File: src/rtl/approx_adder_et_monitor.sv
// Two-stage LOA approximate adder with exact reference, error-threshold check and saturating statistics.
// Latency 2 cycles; S2 holds its result under out_ready=0 and in_ready drops once both stages are full.
module approx_adder_et_monitor #(
  parameter int WIDTH       = 4,
  parameter int APPROX_BITS = 2,
  parameter int ET          = 1,
  parameter int CNT_W       = 16
) (
  input  logic             clk,
  input  logic             rst,
  input  logic             approx_en,
  input  logic             in_valid,
  output logic             in_ready,
  input  logic [WIDTH-1:0] in0,
  input  logic [WIDTH-1:0] in1,
  output logic             out_valid,
  input  logic             out_ready,
  output logic [WIDTH:0]   out_sum,
  output logic [WIDTH:0]   out_err,
  output logic             out_viol,
  input  logic             stat_clear,
  output logic [CNT_W-1:0] stat_samples,
  output logic [CNT_W-1:0] stat_viols,
  output logic [WIDTH:0]   stat_max_err,
  output logic             et_alarm
);

  // LOW_MASK covers the OR-ed LSBs; C_MASK picks bit K-1, the carry source into the exact part.
  localparam logic [WIDTH:0] LOW_MASK = {(WIDTH+1){1'b1}} >> (WIDTH + 1 - APPROX_BITS);
  localparam logic [WIDTH:0] C_MASK   = LOW_MASK ^ (LOW_MASK >> 1);
  localparam logic [31:0]    ET_U     = 32'(ET);

  logic             s1_vld_q, s1_apx_q;
  logic [WIDTH-1:0] s1_a_q, s1_b_q;
  logic             s2_vld_q, viol_q;
  logic [WIDTH:0]   sum_q, err_q;
  logic             s1_load, s2_load, xfer;

  logic [WIDTH:0]   a_x, b_x, exact, high, approx, sum_d, err_d;
  logic             carry, viol_d;

  logic [CNT_W-1:0] samples_q, samples_d, viols_q, viols_d;
  logic [WIDTH:0]   max_q, max_d;
  logic             alarm_q, alarm_d;

  assign s2_load  = !s2_vld_q || out_ready;
  assign s1_load  = !s1_vld_q || s2_load;
  assign in_ready = s1_load;
  assign xfer     = s2_vld_q && out_ready;

  always_comb begin
    a_x    = {1'b0, s1_a_q};
    b_x    = {1'b0, s1_b_q};
    exact  = a_x + b_x;
    carry  = |(a_x & b_x & C_MASK);
    high   = (a_x >> APPROX_BITS) + (b_x >> APPROX_BITS) + {{WIDTH{1'b0}}, carry};
    approx = (high << APPROX_BITS) | ((a_x | b_x) & LOW_MASK);
    sum_d  = s1_apx_q ? approx : exact;
    err_d  = (sum_d >= exact) ? (sum_d - exact) : (exact - sum_d);
    viol_d = 32'(err_d) > ET_U;
  end

  // Clear takes priority over a coincident output transfer.
  always_comb begin
    samples_d = samples_q;
    viols_d   = viols_q;
    max_d     = max_q;
    alarm_d   = alarm_q;
    if (stat_clear) begin
      samples_d = '0;
      viols_d   = '0;
      max_d     = '0;
      alarm_d   = 1'b0;
    end else if (xfer) begin
      if (samples_q != '1) samples_d = samples_q + CNT_W'(1);
      if (viol_q && (viols_q != '1)) viols_d = viols_q + CNT_W'(1);
      if (err_q > max_q) max_d = err_q;
      alarm_d = alarm_q | viol_q;
    end
  end

  always_ff @(posedge clk or posedge rst) begin
    if (rst) begin
      s1_vld_q  <= 1'b0;
      s1_apx_q  <= 1'b0;
      s1_a_q    <= '0;
      s1_b_q    <= '0;
      s2_vld_q  <= 1'b0;
      sum_q     <= '0;
      err_q     <= '0;
      viol_q    <= 1'b0;
      samples_q <= '0;
      viols_q   <= '0;
      max_q     <= '0;
      alarm_q   <= 1'b0;
    end else begin
      if (s1_load) begin
        s1_vld_q <= in_valid;
        if (in_valid) begin
          s1_a_q   <= in0;
          s1_b_q   <= in1;
          s1_apx_q <= approx_en;
        end
      end
      if (s2_load) begin
        s2_vld_q <= s1_vld_q;
        if (s1_vld_q) begin
          sum_q  <= sum_d;
          err_q  <= err_d;
          viol_q <= viol_d;
        end
      end
      samples_q <= samples_d;
      viols_q   <= viols_d;
      max_q     <= max_d;
      alarm_q   <= alarm_d;
    end
  end

  assign out_valid    = s2_vld_q;
  assign out_sum      = sum_q;
  assign out_err      = err_q;
  assign out_viol     = viol_q;
  assign stat_samples = samples_q;
  assign stat_viols   = viols_q;
  assign stat_max_err = max_q;
  assign et_alarm     = alarm_q;

endmodule

File: config.mk
export PLATFORM = sky130hd
export DESIGN_NAME = approx_adder_et_monitor
export DESIGN_NICKNAME = d
export VERILOG_FILES = /design/src/rtl/approx_adder_et_monitor.sv
export SDC_FILE = /design/constraint.sdc
export NUM_CORES = 1
export LEC_CHECK = 0
export ABC_CLOCK_PERIOD_IN_PS = 4600
export CORE_ASPECT_RATIO = 1.1
export CORE_MARGIN = 1.5
export CORE_UTILIZATION = 53
export DETAILED_ROUTE_END_ITERATION = 10
export PLACE_DENSITY = 0.81
export RECOVER_POWER = 50
export SLEW_MARGIN = 25
export SYNTH_ARGS = -nofsm -noshare
export SYNTH_HDL_FRONTEND = slang
export SYNTH_SLANG_ARGS = --single-unit
export TNS_END_PERCENT = 20
File: constraint.sdc
create_clock -name clk -period 4.6 [get_ports clk]
set_clock_uncertainty 0.2 [all_clocks]
set_input_delay 0.92 -clock clk [delete_from_list [all_inputs] [get_ports clk]]
set_output_delay 0.92 -clock clk [all_outputs]
set_load 0.05 [all_outputs]
== Word level (Yosys, flattened, before mapping) ==
Index checks and enable logic that the tools add are counted.

* Input port bits: 14
* Register bits after elaboration: 60
* Output and inout bits: 51

* Bitwise logic cells: 4
* Magnitude comparators: 3
* Reductions and logical operators: 15
* Multiplexer cells: 13
* $add $sub $neg: 7
* Equal/unequal tests: 2

{| class="wikitable"
|+ Operators with widths
! cell !! number
|-
| 2-to-1 mux 16 bit || 6
|-
| adder 16 x 1 -> 16 bit, second input constant || 2
|-
| != test 16 bit, second input constant || 2
|-
| 2-to-1 mux 5 bit || 5
|-
| AND reduction 2 bit || 5
|-
| subtractor 5 bit || 2
|-
| nonzero test 2 bit || 4
|-
| adder 4 x 4 -> 5 bit || 1
|-
| >= comparator 5 bit || 1
|-
| greater-than comparator 5 x 1 -> 1 bit, second input constant || 1
|-
| greater-than comparator 5 bit || 1
|-
| bitwise OR 5 x 2 -> 5 bit || 1
|-
| adder 2 x 2 -> 3 bit || 1
|-
| adder 3 x 1 -> 3 bit || 1
|-
| AND 2 bit || 1
|-
| logical AND 1 bit || 2
|-
| zero test 1 bit || 2
|-
| logical OR 1 bit || 2
|-
| 2-to-1 mux 1 bit || 2
|-
| bitwise OR 2 bit || 1
|-
| bitwise OR 1 bit || 1
|}

== Logic depth before layout (Yosys ltp) ==
* Word-level depth: 7
* Depth in mapped cells: 16
* Gate-level depth less buffers: 15

== Least setup slack after synthesis ==
No wires, ideal clock.

* Path type: flip-flop to flip-flop
* Start point: register s1_a_q[0]
* End point: register err_q[2], in the netlist out_err[2]
* Slack: 1.167 ns
* Data required time: 4.325 ns
* Stages on the path, launching flop included: 12
* Arrival: 3.158 ns
* Path through: dfrtp_1 > ha_1 > inv_1 > fa_1 > inv_1 > o21ai_0 > ha_1 > nor2b_1 > a221o_1 > a31o_4 > mux2_4 > o21ai_2

* Longest elaborated chain between the ends: 5
* Elaborated cells between the ends (all ways): 8
* Those cells by class: add/sub (3); order compare (1); mux (2); bitwise (2)

{| class="wikitable"
|+ RTL lines
! what !! line !! source
|-
| start, declared || 34 || <nowiki>logic [WIDTH-1:0] s1_a_q, s1_b_q;</nowiki>
|-
| start signal, assigned || 100 || <nowiki>s1_a_q <= in0;</nowiki>
|-
| parallel branches: the longest is 4 deep, another holds adder 4 x 4 -> 5 bit || n/a ||
|-
| 2-to-1 mux 5 bit (*) || 59 || <nowiki>err_d = (sum_d >= exact) ? (sum_d - exact) : (exact - sum_d);</nowiki>
|-
| end signal, assigned || 109 || <nowiki>err_q <= err_d;</nowiki>
|-
| end, declared || 36 || <nowiki>logic [WIDTH:0] sum_q, err_q;</nowiki>
|}

Every way passes the cells marked *.
A chain may end at the register's enable or synchronous reset.

== Final worst setup path ==
* Start point: register s1_a_q[0]
* End point: register viol_q, in the netlist out_viol

* Longest elaborated chain between the ends: 6
* Elaborated cells between the ends (all ways): 9
* Those cells by class: add/sub (3); order compare (2); mux (2); bitwise (2)

{| class="wikitable"
|+ RTL lines
! what !! line !! source
|-
| parallel branches: the longest is 4 deep, another holds adder 4 x 4 -> 5 bit || n/a ||
|-
| 2-to-1 mux 5 bit (*) || 59 ||
|-
| greater-than comparator 5 x 1 -> 1 bit (*) || 60 || <nowiki>viol_d = 32'(err_d) > ET_U;</nowiki>
|-
| end signal, assigned || 110 || <nowiki>viol_q <= viol_d;</nowiki>
|-
| end, declared || 35 || <nowiki>logic s2_vld_q, viol_q;</nowiki>
|}

Marked as above.

==> results.md <==
* Status: finished clean
* Final-report setup violation count at 0
* Worst-margin pin slew at around 1400 ps
* Die width at roughly 81 um
* #FFs+latches synth at 60
* Antenna Nets Post-Route at 0
* Drt total wl at 7560 um
* Share of cells above drive strength 1 at 0.0773
* Drt wl/cell at 14.8 um
* Fin. Hold Viols at 0
* Area leader, netlist: dfrtp_1
* Synth top area cells: dfrtp_1 (42%), ha_1 (7.8%), xor2_1 (6.2%)
* P&R area growth vs syn at 24.7%
* Syn_nets at 398
* FF-to-FF path depth at 12
* GRT overflow at 0
* Initial Util at 0.544
* Drt pass-1 iters at 6
* MaxCap Viol Count at 0
* Setup repair bufs after CTS at 0
* Final worst path period share at 0.805
* Vias in the first global route at 2733
* Netlist Area Pre-Place at 3550 um^2
* TritonCTS buffer count at 9
* Top cell type's share of synthesized area at 0.423
* Initial antenna violation count at 0
* PortBufs at between 60 and 70
* Fin Hold WS at approximately 280 ps
* CTS tree: yes
* Most frequent cells after synthesis: dfrtp_1 (60), nor2_1 (43), nand2_1 (32)
* Final net count at around 470
* Vias per cell at roughly 5.5
* Setup CP Type: register to register
* Total power at 0.00230 W
* DP HPWL at between 5000 and 6000 um
* Filler Cell Count at between 500 and 600
* Most common cell in the netlist: dfrtp_1
* Hold Crit Start: out_sum[4]
* Fmax at 0.270 GHz
* Core area at roughly 6500 um^2
* Seq/Total Area, Yosys at 0.423
* Clk sink count at 60
* First-pass GRT wire length at roughly 13000 um
* Startpoint types: register
* CP Max Fanout at 5
* Synth warn at 0
* Rows at 31
* Root Driver: clkbuf_8
* Largest net degree at the start of global routing at 39
* Max VDD drop at 0.290 mV
* WP data arrival at between 3000 and 4000 ps
* # placed instances at just under 500
* Synth unique cells at between 40 and 50
* Number of synthesized flops with an enable pin at 0
* Main flop type after synthesis: dfrtp_1
* Hold path endpoint: out_sum[4]
* GRT Overall Usage at 0.233
* Async S/R FF share, synth at 1.00
* Min Tclk post-route at about 3700 ps
* Static Leak at between 1.5 and 2 nW
* Post-cts sizing count at 0
* Hold crit path type: register to register
* Setup TNS at 0 ps
* Die Footprint at between 7000 and 8000 um^2
* DR iter-0 viols at 92
* Crit path required time at 4610 ps
* Avg Cell Area, Syn at 9.94 um^2
* Max-slew violations at 0
* ANT cells at 0
* H-tree depth at 3
* Reg-to-reg endpoint: out_viol
* Crit. End Element: register
* Chip Height at about 90 um
* RSZ-0062 raised after global routing: no
* Clock-pin slew on the worst setup and hold paths at ~70 ps
* Total vias in the final route at roughly 2.8k
* Final GP Congestion at 0.887
* R2r startpoint: s1_a_q[0]
* Total I/O pin count at 65
* Drc violations at 0
* Clk buf depth at 2
* Pwr Density at 520 nW/um^2
* Mapped Cells at roughly 360
* Hold Buf Count CTS at 0
* Hold Path Stages at 2
* Clock latency on the worst-skew pair at around 340 ps
* Post-Layout Cell Count at a little over 500
* R2R setup slack at just under 900 ps
* Relative slew slack at 0.0988
-- kinds of logic after synthesis --
group           share of synthesized area
buf+inv                            0.0441
simple gates                        0.175
xor+xnor                           0.0840
compound gates                     0.0900
mux                                0.0776
flops                               0.423
fa+ha+maj                           0.106
-- layout by cell type (no fill, tap or decap), types with 12 or more instances in the layout --
cell / synthesis / routed
clkdlybuf4s50_1: 0 / 62
ha_1: 22 / 22
clkbuf_8: 0 / 12
nand2_1: 32 / 32
dfrtp_1: 60 / 60
xor2_1: 25 / 25
o21ai_0: 12 / 12
nor2_1: 43 / 43
inv_1: 29 / 29
-- layout make-up --
class | count | area (um^2) | area share
clock buffer | 12 | 165 | 0.0374
clock inverter | 2 | 10.0 | 0.00226
inverter | 29 | 109 | 0.0246
multi-input combinational | 258 | 1880 | 0.426
sequential | 60 | 1500 | 0.340
tap | 82 | 103 | 0.0232
timing repair buffer | 66 | 652 | 0.147
-- sequential cells by signal, summed over array words and instances, names as in the netlist --
register / flops
stat_samples: 16
stat_viols: 16
out_err: 5
out_sum: 5
stat_max_err: 5
s1_a_q: 4
s1_b_q: 4
et_alarm: 1
out_valid: 1
out_viol: 1
s1_apx_q: 1
s1_vld_q: 1
-- critical path, cell delays in order, from the launching register on --
cell and delay (ps):
dfrtp_1 360, ha_1 170, inv_1 60, fa_1 520, inv_1 120, o21ai_0 570, ha_1 390, a21boi_0 140
a221oi_1 280, o21ai_1 110, mux2_1 330, a21oi_1 200, a41oi_1 120
-- report_power, final --
group | leakage (nW) | internal [W] | total [W] | switching, W
Clock | 0.0941 | 0.000232 | 0.000428 | 0.000196
Sequential | 0.785 | 0.000598 | 0.000667 | 0.0000692
Combinational | 1.12 | 0.000508 | 0.00120 | 0.000696
Total | 2.00 | 0.00134 | 0.00230 | 0.000961
-- metrics by stage --
stage,utilization,instance area (um^2),setup slack (ps)
finish,0.679,4420,895
global route,0.679,4420,532
CTS,0.680,4430,872
detailed placement,0.653,4260,887
global placement,0.653,4260,1040
floorplan,-,3550,1170
-- worst max path at each step --
stage,end,from,cells past startpoint
5_1_grt,et_alarm,rst,3
6_report,out_viol,s1_a_q[0],12
3_3_place_gp,out_viol,s1_a_q[0],12
2_1_floorplan,out_err[2],s1_a_q[0],11
3_5_place_dp,out_viol,s1_a_q[0],12
4_1_cts,out_viol,s1_a_q[0],12
-- routing by layer --
metal  vias up  part of all wire  global-route usage
met3        23             0.044              0.0402
met5         -                 0                   0
met2        77              0.51               0.393
li1       1353                 -                   -
met4         0             0.030               0.138
met1      1331              0.42               0.280
No activity file was read; power rests on OpenSTA's default activity.
